===== src/rtl/if_prefetch_queue_pkg.sv =====
// Shared types and helpers for the instruction prefetch queue.
// Holds the queue entry layout, the PC step and the ROM word-address mapping.
package if_prefetch_queue_pkg;

    localparam logic [31:0] DEFAULT_NOP_IR = 32'hFFFF_FFFF;
    localparam logic [31:0] PC_STEP        = 32'd4;

    typedef struct packed {
        logic [31:0] npc;
        logic [31:0] ir;
    } entry_t;

    // Byte PC to ROM word index; the low two bits select a byte and are dropped.
    function automatic logic [29:0] pc_word(input logic [31:0] pc);
        return pc[31:2];
    endfunction

endpackage


===== src/rtl/if_prefetch_queue_if.sv =====
// Instruction-ROM read port plus the {IR, NPC} valid/ready output channel.
// The master side is the prefetch queue; the slave side is ROM plus consumer.
interface if_prefetch_queue_if #(
    parameter int ADDR_W = 8
);
    logic              imem_rd;
    logic [ADDR_W-1:0] imem_addr;
    logic [31:0]       imem_data;
    logic              out_valid;
    logic              out_ready;
    logic [31:0]       out_ir;
    logic [31:0]       out_npc;

    modport master (
        output imem_rd, imem_addr, out_valid, out_ir, out_npc,
        input  imem_data, out_ready
    );

    modport slave (
        input  imem_rd, imem_addr, out_valid, out_ir, out_npc,
        output imem_data, out_ready
    );
endinterface


===== src/rtl/if_prefetch_queue_fifo.sv =====
// DEPTH-entry circular buffer of {npc, ir} with head/tail/count and a flush.
// Callers guarantee no push when full and no pop when empty.
module prefetch_fifo
    import if_prefetch_queue_pkg::*;
#(
    parameter int DEPTH = 4
) (
    input  logic                   clk,
    input  logic                   rst,
    input  logic                   clear,
    input  logic                   push,
    input  entry_t                 push_data,
    input  logic                   pop,
    output entry_t                 head_data,
    output logic [$clog2(DEPTH):0] count
);
    localparam int PTR_W = $clog2(DEPTH);
    localparam int CNT_W = PTR_W + 1;

    entry_t             mem [DEPTH];
    logic [PTR_W-1:0]   head;
    logic [PTR_W-1:0]   tail;

    // NOTE: storage has no reset; count alone decides which entries are meaningful.
    always_ff @(posedge clk) begin
        if (push) begin
            mem[tail] <= push_data;
        end
    end

    // NOTE: sequential state uses non-blocking assignments so every flop sees pre-edge values.
    always_ff @(posedge clk or posedge rst) begin
        if (rst) begin
            head  <= '0;
            tail  <= '0;
            count <= '0;
        end else if (clear) begin
            head  <= '0;
            tail  <= '0;
            count <= '0;
        end else begin
            if (push) tail <= tail + 1'b1;
            if (pop)  head <= head + 1'b1;
            case ({push, pop})
                2'b10:   count <= count + CNT_W'(1);
                2'b01:   count <= count - CNT_W'(1);
                default: count <= count;
            endcase
        end
    end

    assign head_data = mem[head];

endmodule


===== src/rtl/if_prefetch_queue.sv =====
// Instruction prefetch ahead of IF/ID: issues sequential ROM reads under a credit
// limit, queues {IR, NPC} pairs, and flushes everything on an EX branch redirect.
module if_prefetch_queue
    import if_prefetch_queue_pkg::*;
#(
    parameter int          DEPTH  = 4,
    parameter int          ADDR_W = 8,
    parameter logic [31:0] NOP_IR = DEFAULT_NOP_IR
) (
    input  logic                   clk,
    input  logic                   rst,
    input  logic                   redirect,
    input  logic [31:0]            redirect_pc,
    output logic [31:0]            fetch_pc,
    output logic [$clog2(DEPTH):0] occupancy,
    if_prefetch_queue_if.master    bus
);
    localparam int CNT_W = $clog2(DEPTH) + 1;

    logic           inflight;
    logic [31:0]    tag;
    logic           issue;
    logic           push;
    logic           pop;
    logic [CNT_W:0] credits_used;
    entry_t         head;
    entry_t         resp;

    // A read is only issued when its response is guaranteed a free slot.
    assign credits_used = {1'b0, occupancy} + {{CNT_W{1'b0}}, inflight};
    assign issue        = !rst && !redirect && (credits_used < (CNT_W+1)'(DEPTH));

    // Redirect outranks both the pending response and a consumer pop.
    assign push = inflight && !redirect;
    assign pop  = bus.out_valid && bus.out_ready && !redirect;

    assign resp.ir  = bus.imem_data;
    assign resp.npc = tag + PC_STEP;

    always_ff @(posedge clk or posedge rst) begin
        if (rst) begin
            fetch_pc <= '0;
            inflight <= 1'b0;
            tag      <= '0;
        end else begin
            inflight <= issue;
            if (redirect) begin
                fetch_pc <= redirect_pc;
            end else if (issue) begin
                fetch_pc <= fetch_pc + PC_STEP;
                tag      <= fetch_pc;
            end
        end
    end

    prefetch_fifo #(.DEPTH(DEPTH)) u_fifo (
        .clk       (clk),
        .rst       (rst),
        .clear     (redirect),
        .push      (push),
        .push_data (resp),
        .pop       (pop),
        .head_data (head),
        .count     (occupancy)
    );

    assign bus.imem_rd   = issue;
    assign bus.imem_addr = ADDR_W'(pc_word(fetch_pc));
    assign bus.out_valid = (occupancy != '0);
    assign bus.out_ir    = bus.out_valid ? head.ir  : NOP_IR;
    assign bus.out_npc   = bus.out_valid ? head.npc : '0;

endmodule


===== src/flat_wrapper.sv =====
// flat-port wrapper written by rule: the top's interface ports become plain ports
module if_prefetch_queue_flat import if_prefetch_queue_pkg::*;
#(
    parameter int          DEPTH  = 4,
    parameter int          ADDR_W = 8,
    parameter logic [31:0] NOP_IR = DEFAULT_NOP_IR
)
  (clk, rst, redirect, redirect_pc, fetch_pc, occupancy, bus_imem_rd, bus_imem_addr, bus_out_valid, bus_out_ir, bus_out_npc, bus_imem_data, bus_out_ready);
  if_prefetch_queue_if #(.ADDR_W(ADDR_W)) bus_i ();
  input  logic clk;
  input  logic rst;
  input  logic redirect;
  input  logic [31:0] redirect_pc;
  output logic [31:0] fetch_pc;
  output logic [$clog2(DEPTH):0] occupancy;
  output wire logic [$bits(bus_i.imem_rd)-1:0] bus_imem_rd;
  output wire logic [$bits(bus_i.imem_addr)-1:0] bus_imem_addr;
  output wire logic [$bits(bus_i.out_valid)-1:0] bus_out_valid;
  output wire logic [$bits(bus_i.out_ir)-1:0] bus_out_ir;
  output wire logic [$bits(bus_i.out_npc)-1:0] bus_out_npc;
  input wire logic [$bits(bus_i.imem_data)-1:0] bus_imem_data;
  input wire logic [$bits(bus_i.out_ready)-1:0] bus_out_ready;
  assign bus_imem_rd = bus_i.imem_rd;
  assign bus_imem_addr = bus_i.imem_addr;
  assign bus_out_valid = bus_i.out_valid;
  assign bus_out_ir = bus_i.out_ir;
  assign bus_out_npc = bus_i.out_npc;
  assign bus_i.imem_data = bus_imem_data;
  assign bus_i.out_ready = bus_out_ready;
  if_prefetch_queue #(.DEPTH(DEPTH), .ADDR_W(ADDR_W), .NOP_IR(NOP_IR)) u_core (.clk(clk), .rst(rst), .redirect(redirect), .redirect_pc(redirect_pc), .fetch_pc(fetch_pc), .occupancy(occupancy), .bus(bus_i));
endmodule

===== config.mk =====
export PLATFORM = sky130hd
export DESIGN_NAME = if_prefetch_queue_flat
export DESIGN_NICKNAME = d
export VERILOG_FILES = /design/src/rtl/if_prefetch_queue_pkg.sv /design/src/rtl/if_prefetch_queue_if.sv /design/src/rtl/if_prefetch_queue_fifo.sv /design/src/rtl/if_prefetch_queue.sv /design/src/flat_wrapper.sv
export SDC_FILE = /design/constraint.sdc
export NUM_CORES = 1
export LEC_CHECK = 0
export CAP_MARGIN = 20
export CORE_UTILIZATION = 45
export DETAILED_ROUTE_END_ITERATION = 12
export DONT_BUFFER_PORTS = 1
export GPL_TIMING_DRIVEN = 0
export PLACE_DENSITY = 0.69
export RECOVER_POWER = 25
export SLEW_MARGIN = 10
export SYNTH_ARGS = -nofsm -noshare
export SYNTH_HDL_FRONTEND = slang
export SYNTH_HIERARCHICAL = 1
export SYNTH_SLANG_ARGS = --single-unit

===== constraint.sdc =====
create_clock -name clk -period 2.8 [get_ports clk]
set_input_delay 0.28 -clock clk [delete_from_list [all_inputs] [get_ports clk]]
set_output_delay 0.28 -clock clk [all_outputs]
set_load 0.01 [all_outputs]

==> out/results.ini, run 1 <==
[outcome]
status = complete, no violations

[worst_setup_path]
crit_fanout = 11
reg2regPathDepth = 8
worstSetupStartpointType = register
crit_chain = and3_1 -> or4_1 -> buf_2 -> clkinv_2 -> buf_8 -> buf_4 -> buf_6
endpoint_kind = output pin
path_buf_inv = 5
cp.depth = 7
arrival_ns = 2.42
required_ns = 2.52
critPathTopFamily = buffers and inverters
max_stage_delay_ns = 0.49
path_class = register to output pin
slowest_stage = dfrtp_2

[die]
die_width_um = 176.9
die_y_um = 176.9
io_pins = 177
core_area_um2 = 29870
die-area_um2 = 31290
rows = 63
start_util_pct = 46.07

[cts]
cts_buffers = 35
cts_tree = yes
post_cts_buffers = 0
clk_latency_ns = 0.51
clock_path_buffers = 3
clk_pin_slew_ns = 0.06
h-tree-depth = 2
clock-sinks = 328
cts-root-buf = clkbuf_16

[grt]
met2_usage_pct = 31.09
grt_antenna_before_repair = 1
grt_start_max_net_pins = 66
gr-usage-met1_pct = 24.26
grt_usage_pct = 18.60
grt-ovfl-total = 0
grt_pass1_wl_um = 44280
grt-busiest-layer = met2
met3_usage_pct = 4.467
grt_pass1_vias = 8003

[synthesis]
synth_warnings = 6
synth-seq-cells = 328
synth_nets = 960
avgSynthCellArea_um2 = 15.55
syn_inst = 885
yosysUniqueCellTypes = 44
yosysSeqAreaShare_pct = 68.94
syn_area_um2 = 13760

[routing]
dr.pass1.iters = 5
wl_per_cell_um = 20.07
routed_wl_um = 28240
viasPerCell = 5.475
detail-route-antenna-nets = 0
vias = 7703
drtIter0Drc = 559
drc_errors = 0

[sta]
min_period_over_period_pct = 96.28
setup_viol_count_final = 0
slew_headroom_pct = 11.16
fmax_mhz = 370.9
slew_viol_final = 0
worst_pin_slew_ns = 1.331
finalHoldViolCount = 0
skew_ns = 0.01605
final.min_clock_period_ns = 2.696

[cells_and_area]
layout-drive-gt1-share_pct = 15.93
areaGrowthSynthToFinish_pct = 17.20
layout_common_cells = edfxtp_1 (256), nand2_1 (129), dfrtp_1 (70)
final_area_um2 = 16130
regArea_um2 = 9492
finalNetCount = 1067
multi_input_area_um2 = 3938
diodes = 0
n_fill_cell = 2356
fin_util_pct = 54.00
final_common_cell = edfxtp_1

[worst_hold_path]
hp-class = primary input to register
holdPathStages = 3

[placement]
placed_area_um2 = 14370
dp_hpwl_um = 18340
io_buffers = 0
routabilityCongestion = 0.8934

[power_and_ir_drop]
p_per_area_nw_per_um2 = 692.5
leakage_nw = 5.642
peakVddDrop_mv = 0.3810

[job]
maxCapViolations = 0

[cells by family (layout without fill, tap and decap cells)]
family,count (synthesis),in the layout,share of synthesized area [%]
simple gates,324,324,12.06
fa+ha+maj,7,7,0.6908
mux,69,69,10.85
compound gates,58,58,2.727
xor+xnor,34,34,2.163
flops,328,328,68.94
buf+inv,65,197,2.563
[per-stage QoR]
stage	setup slack [ns]	cells	total power [mW]	hold WS (ns)	TNS [ns]
4_1_cts	0.02492	1407	11.30	0.01453	0
3_3_place_gp	-1.222	1275	6.783	0.1231	-308.55
5_1_grt	-0.005770	1407	11.62	0.09016	-0.005770
3_5_place_dp	-0.1524	1279	6.819	0.1282	-0.1524
2_1_floorplan	0.1017	885	6.516	0.08340	0
6_report	0.1041	1407	11.17	0.04079	0
[synthesized netlist by cell type (all sizes together)]
| cell | instances | share of area (%) |
|---|---|---|
| nor2 | 25 | 0.68 |
| dfrtp | 72 | 13 |
| a221o | 6 | 0.44 |
| or3 | 7 | 0.32 |
| nor2b | 10 | 0.45 |
| and2 | 41 | 1.9 |
| o211ai | 4 | 0.22 |
| nand2b | 33 | 1.5 |
| a21o | 2 | 0.11 |
| o311ai | 9 | 0.57 |
| and3b | 2 | 0.13 |
| mux4 | 64 | 10 |
| mux2 | 2 | 0.16 |
| nand4 | 19 | 0.97 |
| clkbuf | 20 | 0.55 |
| a21oi | 5 | 0.18 |
| ha | 6 | 0.55 |
| edfxtp | 256 | 56 |
| and4 | 1 | 0.064 |
| buf | 28 | 1.5 |
| mux2i | 3 | 0.22 |
| xor2 | 11 | 0.70 |
| fa | 1 | 0.15 |
| xnor2 | 23 | 1.5 |
| a31oi | 1 | 0.045 |
| o21ai | 29 | 1.1 |
| a22oi | 2 | 0.11 |
| nand2 | 129 | 3.5 |
| and3 | 8 | 0.36 |
| or4 | 1 | 0.055 |
| inv | 16 | 0.44 |
| nand3b | 4 | 0.22 |
| clkinv | 1 | 0.036 |
| nor3 | 9 | 0.33 |
| nor4 | 4 | 0.29 |
| nor3b | 5 | 0.27 |
| nand3 | 26 | 1.0 |
[tightest hold or removal path, cell delays in order]
cell      delay [ns]
nor2b_1         0.03
o21ai_0         0.06
o311ai_0        0.13
[sequential cells by signal, summed over array words and instances, names as in the netlist]
signal / cells
u_core/fetch_pc: 32
u_core/inflight: 1
u_core/tag: 32
u_core/u_fifo/count: 3
u_core/u_fifo/head: 2
u_core/u_fifo/mem: 256
u_core/u_fifo/tail: 2
[power by group]
part / leakage, nW / internal, mW / switching, mW
sequential: 3.22 / 5.53 / 0.247
combinational: 1.88 / 0.425 / 0.608
clock: 0.538 / 2.58 / 1.78
[per-layer routing]
metal,share of wire [%],vias to the layer above
met3,8.6,35
met4,1.5,2
met5,0.028,-
met1,42,3811
met2,48,311
li1,-,3544
[layout make-up]
class	instances	area share, %
Sequential cell	328	58.84
Timing Repair Buffer	70	4.731
Buffer	48	1.854
Tap cell	390	3.025
Multi-Input combinational cell	492	24.41
Clock inverter	20	0.8842
Clock buffer	42	5.856
Inverter	17	0.4033
[final timing paths]
path	end	from	slack (ns)
worst max-delay path	bus_imem_rd	u_core/u_fifo/count[0]	0.10
min in group asynchronous	u_core/u_fifo/head[1]	rst	0.21
worst min register to register	u_core/tag[31]	u_core/tag[31]	0.52
max in group asynchronous	u_core/tag[2]	rst	1.33
worst min-delay path	u_core/fetch_pc[20]	redirect	0.04
worst max register to register	u_core/u_fifo/count[2]	u_core/u_fifo/count[0]	0.16
[repair_timing]
action / 4_1_cts / 5_1_grt
cloned: 0 / 0
gates resized for setup: 5 / 3
hold buffers: 66 / 0
hold endpoints to repair: 239 / 0
endpoints found under the setup margin: 42 / 4
(Power assumes the default switching activity.)
==> run 2: changes to the inputs <==
- CTS_BUF_LIST: not set -> sky130_fd_sc_hd__clkbuf_4 sky130_fd_sc_hd__clkbuf_8 sky130_fd_sc_hd__clkbuf_16
==> run 2 against run 1 <==
  * Non-clock buffer count stayed put
  * Largest power group unchanged
  * Clock skew is 0.00071 ns higher
  * Sequential power hardly changed
  * Maximum frequency is 0.44% higher
  * Clock power is 1% higher
  * Global-route usage hardly changed
  * Worst setup slack better by 0.012 ns
  * Hold slack hardly changed
  * Sequential share of layout area is 0.068 points lower
  * Critical path type unchanged
  * Flip-flop and latch count stayed put
  * Power is 0.44% higher
==> out/results.ini, run 2 (synthesized netlist as in run 1, its figures left out) <==
[cells_and_area]
largest_reg_flops = 256  ; unchanged
final_common_cell = edfxtp_1
top_register = u_core/u_fifo/mem
final_area_um2 = 16150  ; +0.12%
n_fill_cell = 2356  ; unchanged
areaGrowthSynthToFinish_pct = 17.33
fin_util_pct = 54.06  ; +0.063 points
layout-drive-gt1-share_pct = 16.42  ; +0.49 points
reg.largest.list = u_core/u_fifo/mem x256, u_core/fetch_pc x32, u_core/tag x32
layout_common_cells = edfxtp_1 (256), nand2_1 (129), dfrtp_1 (70)
finalNetCount = 1067  ; unchanged
diodes = 0  ; unchanged

[worst_setup_path]
worstSetupStartpointType = register
arrival_ns = 2.40  ; -0.02 ns
crit_fanout = 11  ; unchanged
timing.rr.start = u_core/u_fifo/count[1]
reg2regPathDepth = 8  ; unchanged
path_class = register to output pin
endpoint_kind = output pin
worst_r2r_endpoint = u_core/u_fifo/count[2]
required_ns = 2.52  ; about the same
rrSetupSlack_ns = 0.15  ; about the same

[power_and_ir_drop]
sw_frac_of_total_pct = 23.46  ; -0.10 points
p_int_mw = 8.587  ; +0.57%
leakage_nw = 5.660  ; +0.30%
peakVddDrop_mv = 0.3809  ; about the same
p_total_mw = 11.22  ; +0.44%
p_switching_mw = 2.632  ; about the same
p_per_area_nw_per_um2 = 694.7  ; +0.32%
power_frac_seq_pct = 51.5  ; -0.2 points
clockPowerShare_pct = 39.3  ; +0.3 points
combinationalPowerShare_pct = 9.2  ; about the same

[placement]
io_buffers = 0  ; unchanged
placed_area_um2 = 14370  ; unchanged
dp_hpwl_um = 18340  ; unchanged
routabilityCongestion = 0.8934  ; unchanged
dpl_worst_slack_ns = -0.1524  ; unchanged

[routing]
drc_errors = 0  ; unchanged
routed_wl_um = 28230  ; about the same
vias = 7725  ; +0.29%
dr.pass1.iters = 5  ; unchanged
viasPerCell = 5.490  ; +0.29%
wl_per_cell_um = 20.07  ; about the same
detail-route-antenna-nets = 0  ; unchanged
drtIter0Drc = 556  ; -0.54%

[grt]
grt_pass1_wl_um = 44330  ; about the same
grt_antenna_before_repair = 1  ; unchanged
grt_usage_pct = 18.62  ; about the same
grt_pass1_vias = 8003  ; unchanged
grt_start_max_net_pins = 66  ; unchanged
grt-ovfl-total = 0  ; unchanged

[cts]
clock_path_buffers = 3  ; unchanged
clock-sinks = 328  ; unchanged
h-tree-depth = 2  ; unchanged
clk_latency_ns = 0.51  ; about the same
clk_pin_slew_ns = 0.06  ; about the same
cts_buffers = 35  ; unchanged
cts-root-buf = clkbuf_16
cts_tree = yes
post_cts_buffers = 0  ; unchanged

[sta]
setup_ws_ns = 0.1160  ; +0.01185 ns
skew_ns = 0.01676  ; +0.0007113 ns
final.min_clock_period_ns = 2.684  ; -0.01185 ns
setup_viol_count_final = 0  ; unchanged
worst_pin_slew_ns = 1.330  ; -0.0007985 ns
slew_viol_final = 0  ; unchanged
min_period_over_period_pct = 95.86  ; -0.42 points
slew_headroom_pct = 11.21  ; +0.053 points
fmax_mhz = 372.6  ; +0.44%
finalHoldViolCount = 0  ; unchanged
setup-tns-final_ns = 0  ; unchanged

[worst_hold_path]
hold_end = u_core/fetch_pc[20]
hp-start = redirect
hp-class = primary input to register
holdPathStages = 3  ; unchanged

[die]
core_area_um2 = 29870  ; unchanged
die_y_um = 176.9  ; unchanged
start_util_pct = 46.07  ; unchanged
die_width_um = 176.9  ; unchanged
rows = 63  ; unchanged
die-area_um2 = 31290  ; unchanged
io_pins = 177  ; unchanged

[outcome]
status = complete, no violations

[job]
maxCapViolations = 0  ; unchanged

## run 2: cell counts in the layout (fill, tap and decap cells not counted)
No cell type changed its count.
## run 2: timing repair
item                       CTS  global route
pin swaps                    0             0
hold endpoints to repair   239             0
gates resized for setup      5             3
hold buffers                66             0
setup endpoints to repair   42             4
## run 2: through the flow
stage | instances | hold WS (ns)
CTS | 1407 | 0.01453
detailed placement | 1279 | 0.1282
global placement | 1275 | 0.1231
global route | 1407 | 0.09016
finish | 1407 | 0.04034
floorplan | 885 | 0.08340
## run 2: worst max-delay path by stage
stage	cells past startpoint	slack [ns]	start	end
after CTS	8	0.02	u_core/u_fifo/count[1]	u_core/u_fifo/count[2]
after global routing	8	-0.006	u_core/u_fifo/count[1]	u_core/u_fifo/count[2]
after global placement	4	-1.22	redirect	u_core/u_fifo/mem[2][6]
final	7	0.12	u_core/u_fifo/count[0]	bus_imem_rd
after detailed placement	8	-0.15	u_core/u_fifo/count[0]	u_core/u_fifo/count[2]
after floorplan	4	0.10	redirect	u_core/u_fifo/mem[0][0]
## run 2: routing by layer
layer | vias up | GRT usage (%) | wire length, µm
met4 | 2 | 5.136 | 387
met5 | - | 0 | 8
met3 | 31 | 4.467 | 2292
met1 | 3837 | 24.25 | 12000
li1 | 3541 | - | -
met2 | 314 | 31.14 | 13550
## run 2: layout make-up
| type | count | area, µm² | share of cell area [%] |
|---|---|---|---|
| Buffer | 48 | 299.0 | 1.852 |
| Clock buffer | 42 | 963.4 | 5.965 |
| Clock inverter | 20 | 142.6 | 0.8832 |
| Inverter | 17 | 65.06 | 0.4029 |
| Multi-Input combinational cell | 492 | 3938 | 24.38 |
| Sequential cell | 328 | 9492 | 58.77 |
| Tap cell | 390 | 488.0 | 3.021 |
| Timing Repair Buffer | 70 | 763.2 | 4.726 |
## run 2: worst max-delay path, cell delays in order, from the launching register on
cell and delay [ns]:
dfrtp_2 0.49, and3_1 0.19, or4_1 0.39, buf_2 0.20, clkinv_2 0.08, buf_8 0.14
buf_4 0.21, buf_6 0.18
## run 2: power by group through the flow
stage	combinational (mW)	clock, mW	sequential (mW)
after floorplan	0.714	0	5.80
after global placement	0.914	0	5.87
after detailed placement	0.944	0	5.87
after CTS	1.05	4.53	5.77
after global routing	1.15	4.72	5.81
final	1.03	4.41	5.78
